===== config.mk =====
export PLATFORM = sky130hd
export DESIGN_NAME = key_entry_assembler
export DESIGN_NICKNAME = d
export VERILOG_FILES = /design/src/rtl/key_entry_assembler.sv
export SDC_FILE = /design/constraint.sdc
export NUM_CORES = 1
export LEC_CHECK = 0
export BUFFER_PORTS_ARGS = -buffer_cell sky130_fd_sc_hd__clkbuf_2
export CORE_AREA = 2 2 148 165
export CTS_BUF_LIST = sky130_fd_sc_hd__clkbuf_8 sky130_fd_sc_hd__clkbuf_16
export DETAILED_ROUTE_END_ITERATION = 12
export DIE_AREA = 0 0 150 167
export SLEW_MARGIN = 20
export SYNTH_ARGS = -nofsm -noshare
export SYNTH_HDL_FRONTEND = slang
export SYNTH_SLANG_ARGS = --single-unit
export TNS_END_PERCENT = 1

===== constraint.sdc =====
create_clock -name clk -period 8.12 [get_ports clk]
set_input_delay 1.624 -clock clk [delete_from_list [all_inputs] [get_ports clk]]
set_output_delay 1.624 -clock clk [all_outputs]
set_load 0.01 [all_outputs]

===== src/rtl/key_entry_assembler.sv =====
// Keypad consumer: takes key events over the KeyRdy/KeyRd handshake, builds two
// signed decimal operands plus an operator, then holds a request to the ALU stage.
module key_entry_assembler #(
  parameter int MAX_DIGITS = 5
) (
  input  logic        clk,
  input  logic        RST,
  input  logic        KeyRdy,
  output logic        KeyRd,
  input  logic [3:0]  keypad_input,
  input  logic [2:0]  operator_input,
  input  logic        equal_input,
  output logic        calc_req,
  input  logic        calc_ack,
  output logic [15:0] operand_a,
  output logic [15:0] operand_b,
  output logic [2:0]  calc_op,
  output logic [15:0] display_value,
  output logic        err,
  output logic [1:0]  dbg_state,
  output logic [1:0]  dbg_hs_state
);

  // Handshake: KeyRdy is sampled only in H_IDLE; KeyRd is high for exactly the
  // cycle after the sampling edge; the next event is taken only after KeyRdy drops.
  typedef enum logic [1:0] {S_ENTER_A = 2'd0, S_ENTER_B = 2'd1, S_REQ = 2'd2, S_ERR = 2'd3} state_t;
  typedef enum logic [1:0] {H_IDLE = 2'd0, H_ACK = 2'd1, H_WAIT = 2'd2} hs_t;

  localparam logic [2:0] OP_ADD   = 3'b001;
  localparam logic [2:0] OP_SUB   = 3'b010;
  localparam logic [2:0] OP_MUL   = 3'b011;
  localparam logic [2:0] OP_CLEAR = 3'b111;
  localparam logic [3:0] MAX_CNT  = 4'(MAX_DIGITS);

  state_t st, st_nxt;
  hs_t    hs, hs_nxt;
  logic [16:0] mag_a, mag_b, mag_a_nxt, mag_b_nxt;
  logic        neg_a, neg_b, neg_a_nxt, neg_b_nxt;
  logic [3:0]  cnt_a, cnt_b, cnt_a_nxt, cnt_b_nxt;
  logic [15:0] op_a_nxt, op_b_nxt;
  logic [2:0]  calc_op_nxt;
  logic        take, clr_entry;
  logic        is_dig, is_clear, is_arith, dig_ok;
  logic [19:0] new_a, new_b, lim_a, lim_b;

  function automatic logic [15:0] to_operand(input logic neg, input logic [16:0] mag);
    logic [16:0] t;
    t = neg ? (~mag + 17'd1) : mag;
    return t[15:0];
  endfunction

  assign is_dig   = !equal_input && (operator_input == 3'b000);
  assign is_clear = !equal_input && (operator_input == OP_CLEAR);
  assign is_arith = !equal_input && ((operator_input == OP_ADD) ||
                    (operator_input == OP_SUB) || (operator_input == OP_MUL));
  assign dig_ok   = (keypad_input <= 4'd9);
  // 20 bits hold worst case 32768*10+9 before the range check
  assign new_a = {3'b000, mag_a} * 20'd10 + {16'h0000, keypad_input};
  assign new_b = {3'b000, mag_b} * 20'd10 + {16'h0000, keypad_input};
  assign lim_a = neg_a ? 20'd32768 : 20'd32767;
  assign lim_b = neg_b ? 20'd32768 : 20'd32767;

  always_ff @(posedge clk or posedge RST) begin
    if (RST) begin
      st        <= S_ENTER_A;
      hs        <= H_IDLE;
      mag_a     <= '0;
      mag_b     <= '0;
      neg_a     <= 1'b0;
      neg_b     <= 1'b0;
      cnt_a     <= '0;
      cnt_b     <= '0;
      operand_a <= '0;
      operand_b <= '0;
      calc_op   <= '0;
    end else begin
      st        <= st_nxt;
      hs        <= hs_nxt;
      mag_a     <= mag_a_nxt;
      mag_b     <= mag_b_nxt;
      neg_a     <= neg_a_nxt;
      neg_b     <= neg_b_nxt;
      cnt_a     <= cnt_a_nxt;
      cnt_b     <= cnt_b_nxt;
      operand_a <= op_a_nxt;
      operand_b <= op_b_nxt;
      calc_op   <= calc_op_nxt;
    end
  end

  always_comb begin
    hs_nxt      = hs;
    st_nxt      = st;
    mag_a_nxt   = mag_a;
    mag_b_nxt   = mag_b;
    neg_a_nxt   = neg_a;
    neg_b_nxt   = neg_b;
    cnt_a_nxt   = cnt_a;
    cnt_b_nxt   = cnt_b;
    op_a_nxt    = operand_a;
    op_b_nxt    = operand_b;
    calc_op_nxt = calc_op;
    take        = 1'b0;
    clr_entry   = 1'b0;

    case (hs)
      H_IDLE: if (KeyRdy && st != S_REQ) begin
        take   = 1'b1;
        hs_nxt = H_ACK;
      end
      H_ACK:   hs_nxt = H_WAIT;
      H_WAIT:  if (!KeyRdy) hs_nxt = H_IDLE;
      default: hs_nxt = H_IDLE;
    endcase

    if (st == S_REQ) begin
      if (calc_ack) begin
        st_nxt    = S_ENTER_A;
        clr_entry = 1'b1;
      end
    end else if (take) begin
      if (is_clear) begin
        st_nxt      = S_ENTER_A;
        calc_op_nxt = '0;
        clr_entry   = 1'b1;
      end else begin
        case (st)
          S_ENTER_A: begin
            if (is_dig && dig_ok && cnt_a != MAX_CNT) begin
              if (new_a > lim_a) st_nxt = S_ERR;
              else begin
                mag_a_nxt = new_a[16:0];
                cnt_a_nxt = cnt_a + 4'd1;
                op_a_nxt  = to_operand(neg_a, new_a[16:0]);
              end
            end else if (is_arith) begin
              if (cnt_a != 4'd0) begin
                calc_op_nxt = operator_input;
                st_nxt      = S_ENTER_B;
              end else if (operator_input == OP_SUB) begin
                neg_a_nxt = ~neg_a;
                op_a_nxt  = to_operand(~neg_a, mag_a);
              end
            end
          end
          S_ENTER_B: begin
            if (is_dig && dig_ok && cnt_b != MAX_CNT) begin
              if (new_b > lim_b) st_nxt = S_ERR;
              else begin
                mag_b_nxt = new_b[16:0];
                cnt_b_nxt = cnt_b + 4'd1;
                op_b_nxt  = to_operand(neg_b, new_b[16:0]);
              end
            end else if (equal_input) begin
              if (cnt_b != 4'd0) st_nxt = S_REQ;
            end else if (is_arith && cnt_b == 4'd0) begin
              if (operator_input == OP_SUB) begin
                neg_b_nxt = ~neg_b;
                op_b_nxt  = to_operand(~neg_b, mag_b);
              end else calc_op_nxt = operator_input;
            end
          end
          default: ;
        endcase
      end
    end

    if (clr_entry) begin
      mag_a_nxt = '0;
      mag_b_nxt = '0;
      neg_a_nxt = 1'b0;
      neg_b_nxt = 1'b0;
      cnt_a_nxt = '0;
      cnt_b_nxt = '0;
      op_a_nxt  = '0;
      op_b_nxt  = '0;
    end
  end

  // Decoded from state registers so an asynchronous reset drops them at once
  assign KeyRd        = (hs == H_ACK);
  assign calc_req     = (st == S_REQ);
  assign err          = (st == S_ERR);
  assign dbg_state    = st;
  assign dbg_hs_state = hs;

  always_comb begin
    case (st)
      S_ENTER_A:      display_value = operand_a;
      S_ENTER_B, S_REQ: display_value = operand_b;
      default:        display_value = '0;
    endcase
  end

endmodule


==> metrics.txt <==
# TYPE chip_impl_metric gauge
chip_impl_metric{name="number_of_antenna_violations_at_the_first_check_in_global_routing",unit=""} 0
chip_impl_metric{name="worst_clock_skew",unit="ns"} 0.0133
chip_impl_info{name="timing_worst_setup_path_type",value="reg -> reg"} 1
chip_impl_metric{name="synth.top_cell.area_share",unit=""} 0.226
chip_impl_metric{name="grt_use_total",unit=""} 0.209
chip_impl_metric{name="drtAntennaViolNets",unit=""} 0
chip_impl_metric{name="die_outline_area",unit="sq mm"} 0.0251
chip_impl_metric{name="starting_density",unit=""} 0.394
chip_impl_metric{name="cp_max_fo",unit=""} 32
chip_impl_info{name="most_common_flop_cell_mapped_by_yosys",value="dfrtp_1"} 1
chip_impl_metric{name="detailroute.via_count",unit=""} 8707
chip_impl_info{name="worstPathCellList",value="ha_1 > ha_1 > fa_1 > a211oi_1 > o21ai_0 > a32oi_1 > nand2_1 > or3b_1 > nor2_1 > xor2_1 > ha_1 > a21oi_1 > nor2_1 > a211oi_1 > a21oi_1 > nor3_1 > nand2_1 > a211oi_2 > o211ai_2 > and3_2 > o41ai_2"} 1
chip_impl_metric{name="die_w",unit="um"} 150
chip_impl_metric{name="core_area",unit="sq mm"} 0.0233
chip_impl_metric{name="irDropWorstVdd",unit="V"} 0.000103
chip_impl_metric{name="power_leakage",unit="nW"} 4.87
chip_impl_metric{name="async_flop_share",unit=""} 1.00
chip_impl_metric{name="postSynthAreaPerCell",unit="sq um"} 8.11
chip_impl_metric{name="period_share",unit=""} 0.777
chip_impl_metric{name="wl_per_cell",unit="um"} 17.7
chip_impl_metric{name="timing.final.crit_period",unit="ns"} 6.31
chip_impl_metric{name="die_y",unit="um"} 167
chip_impl_metric{name="placement_rows",unit=""} 59
chip_impl_metric{name="gpl.final_weighted_congestion",unit=""} 0.869
chip_impl_metric{name="critical_path_arrival",unit="ns"} 6.54
chip_impl_metric{name="pre_cts_slack",unit="ns"} 1.45
chip_impl_metric{name="min_path_cells",unit=""} 2
chip_impl_metric{name="n_antenna_cell",unit=""} 0
chip_impl_metric{name="clock_insertion_delay_at_the_later_pin_of_the_skew_report",unit="ns"} 0.34
chip_impl_metric{name="drt_drc_violations_left",unit=""} 0
chip_impl_metric{name="cts-hold-fix-buffers",unit=""} 0
chip_impl_metric{name="cts_buffers",unit=""} 9
chip_impl_metric{name="final_design_area_no_fill",unit="sq mm"} 0.0101
chip_impl_metric{name="cts-resized-gates",unit=""} 0
chip_impl_metric{name="synth.lib_cells_used.distinct",unit=""} 75
chip_impl_metric{name="tns",unit="ns"} 0
chip_impl_metric{name="timing.hold.ws",unit="ns"} 0.520
chip_impl_metric{name="netlist_area",unit="sq mm"} 0.00920
chip_impl_metric{name="wirelength",unit="um"} 26100
chip_impl_info{name="critical_path_s_slowest_cell",value="a211oi_1"} 1
chip_impl_metric{name="drv.max_cap_violation_count",unit=""} 0
chip_impl_metric{name="critPathMaxStageDelay",unit="ns"} 0.52
chip_impl_metric{name="nNetsFinal",unit=""} 1295
chip_impl_metric{name="worst-r2r-cell-count",unit=""} 21
chip_impl_metric{name="area_delta_synth_final",unit="%"} 9.87
chip_impl_metric{name="slew-limit-headroom",unit=""} 0.423
chip_impl_info{name="cts_root_buf",value="clkbuf_16"} 1
chip_impl_info{name="cts_tree",value="done"} 1
chip_impl_metric{name="grt_start_max_net_pins",unit=""} 59
chip_impl_metric{name="clkTransAtPathRegs",unit="ns"} 0.06
chip_impl_metric{name="postPlaceCellArea",unit="sq mm"} 0.00978
chip_impl_metric{name="synth_sequential_area_ratio",unit=""} 0.226
chip_impl_info{name="critical_path.startpoint_type",value="flip-flop"} 1
chip_impl_info{name="status",value="finished, final reports clean"} 1
chip_impl_metric{name="clkSinkCount",unit=""} 83
chip_impl_metric{name="port-buffer-count",unit=""} 69
chip_impl_metric{name="worst_ep_required_time",unit="ns"} 8.35
chip_impl_metric{name="cts.path.max_buffers",unit=""} 2
chip_impl_metric{name="top_level_ports",unit=""} 70
chip_impl_metric{name="syn_nets",unit=""} 1264
chip_impl_metric{name="synth-warning-count",unit=""} 0
chip_impl_metric{name="synthesis.instances",unit=""} 1135
chip_impl_metric{name="fill_cell_instance_count_of_the_final_layout",unit=""} 2397
chip_impl_metric{name="timing.final.setup_violations",unit=""} 0
chip_impl_info{name="post-synth-top-area-cell",value="dfrtp_1"} 1
chip_impl_info{name="post_synth_main_area_contributors",value="dfrtp_1 23%, ha_1 15%, xnor2_1 4.8%"} 1
chip_impl_info{name="grt_setup_unrepaired",value="no"} 1
chip_impl_metric{name="dp_hpwl",unit="um"} 19600
chip_impl_metric{name="report.power.total",unit="W"} 0.00191
chip_impl_metric{name="dr.pass1.iters",unit=""} 5
chip_impl_metric{name="worst_pin_slew",unit="ns"} 0.865
chip_impl_metric{name="finalWorstSetupSlack",unit="ns"} 1.81
chip_impl_metric{name="synth-edff-count",unit=""} 0
chip_impl_metric{name="via_count_of_the_first_global_routing_pass",unit=""} 8417
chip_impl_metric{name="ys_ff_latch",unit=""} 83
chip_impl_metric{name="hold_viol",unit=""} 0
chip_impl_metric{name="max_freq",unit="MHz"} 158
chip_impl_metric{name="gr-total-overflow",unit=""} 0
chip_impl_info{name="min-delay-path-class",value="reg -> reg"} 1
chip_impl_info{name="worstSetupEndpointType",value="flip-flop"} 1
chip_impl_metric{name="route.detailed.vias_per_inst",unit=""} 5.90
chip_impl_metric{name="cts_setup_buffers",unit=""} 0
chip_impl_metric{name="drtIter0Drc",unit=""} 509
chip_impl_metric{name="htree_num_levels",unit=""} 3
chip_impl_info{name="cpMostUsedCell",value="ha_1"} 1
chip_impl_metric{name="grt_first_pass_wirelength",unit="um"} 42800
chip_impl_metric{name="report.final.slew_viol_count",unit=""} 0
chip_impl_metric{name="share_of_final_layout_standard_cells_stronger_than_drive_strength_1",unit=""} 0.110
chip_impl_metric{name="power_per_cell_area",unit="mW/mm^2"} 189
-- cell usage in the layout, fill, tap and decap left out, drive strengths merged, types with 9 or more instances in the layout --
cell and count:
ha 113, nor2 111, o21ai 94, dfrtp 83
nand2 80, clkbuf 78, a21oi 74, xnor2 50
nand3 42, inv 36, nor3 32, xor2 24
mux2i 21, o211ai 20, o31ai 20, or3 18
a22o 18, a22oi 17, and3 16, a211oi 15
a21o 14, a31oi 14, nor2b 12, nor4 11
nand4 11, nand2b 10, o21a 10, buf 9
-- worst max-delay path, delay by kind of cell (launching register included) --
family                     cells  cell delay [ns]
AOI/OAI and AO/OA              9             2.40
xor gates and xnor gates       1             0.43
adders and majority gates      4             1.36
DFF                            1             0.48
and+or+nand+nor                7             1.54
-- state kept, by name, summed over array words and instances (netlist names) --
| register | flops |
|---|---|
| calc_op | 3 |
| cnt_a | 4 |
| cnt_b | 4 |
| dbg_hs_state | 2 |
| dbg_state | 2 |
| mag_a | 17 |
| mag_b | 17 |
| neg_a | 1 |
| neg_b | 1 |
| operand_a | 16 |
| operand_b | 16 |
-- power by group --
part           leakage, nW  total, W  internal (W)  switching [W]
Sequential            1.14  0.000560      0.000480      0.0000802
Clock                0.163  0.000471      0.000298       0.000174
Combinational         3.57  0.000884      0.000314       0.000570
Total                 4.87   0.00191       0.00109       0.000824
-- layout make-up --
type	instances	area [sq um]	share of cell area
Sequential cell	83	2080	0.205
Tap cell	305	382	0.0377
Inverter	37	140	0.0139
Clock inverter	6	106	0.0105
Multi-Input combinational cell	957	6770	0.669
Clock buffer	9	225	0.0223
Timing Repair Buffer	78	413	0.0408
-- final timing paths --
kind                                 end  slack, ns          from
min                         operand_a[1]       0.52  operand_a[1]
min in group asynchronous  operand_a[11]       1.27           RST
max reg2reg                 operand_b[4]       1.81      mag_b[1]
max                         operand_b[4]       1.81      mag_b[1]
max in group asynchronous   operand_b[5]       5.69           RST
min reg2reg                 operand_a[1]       0.52  operand_a[1]
-- Yosys cell counts (24+ instances only) --
library cell / count
nor2_1: 110
clkbuf_1: 42
nor3_1: 31
nand2_1: 80
nand3_1: 42
inv_1: 36
a21oi_1: 74
xor2_1: 24
ha_1: 113
xnor2_1: 50
o21ai_0: 83
dfrtp_1: 83
-- stage by stage --
step | util | instances
2_1_floorplan | - | 1135
3_3_place_gp | 0.419 | 1460
3_5_place_dp | 0.419 | 1460
4_1_cts | 0.433 | 1475
5_1_grt | 0.433 | 1475
6_report | 0.433 | 1475
-- kinds of logic (layout without fill, tap and decap cells) --
family	after synthesis	after routing	synth area share
AND/OR/NAND/NOR	384	384	0.206
multiplexers	27	27	0.0351
flip-flops	83	83	0.226
XOR/XNOR	75	75	0.0729
AO/OA/AOI/OAI	354	354	0.257
adder cells (fa/ha/maj)	117	117	0.162
buffers and inverters	95	130	0.0413
-- per-layer routing --
| metal | track usage | share of wire |
|---|---|---|
| met5 | 0 | 0 |
| met2 | 0.356 | 0.49 |
| met4 | 0.0771 | 0.033 |
| met3 | 0.0162 | 0.028 |
| met1 | 0.276 | 0.45 |
No activity file was read; power rests on OpenSTA's default activity.
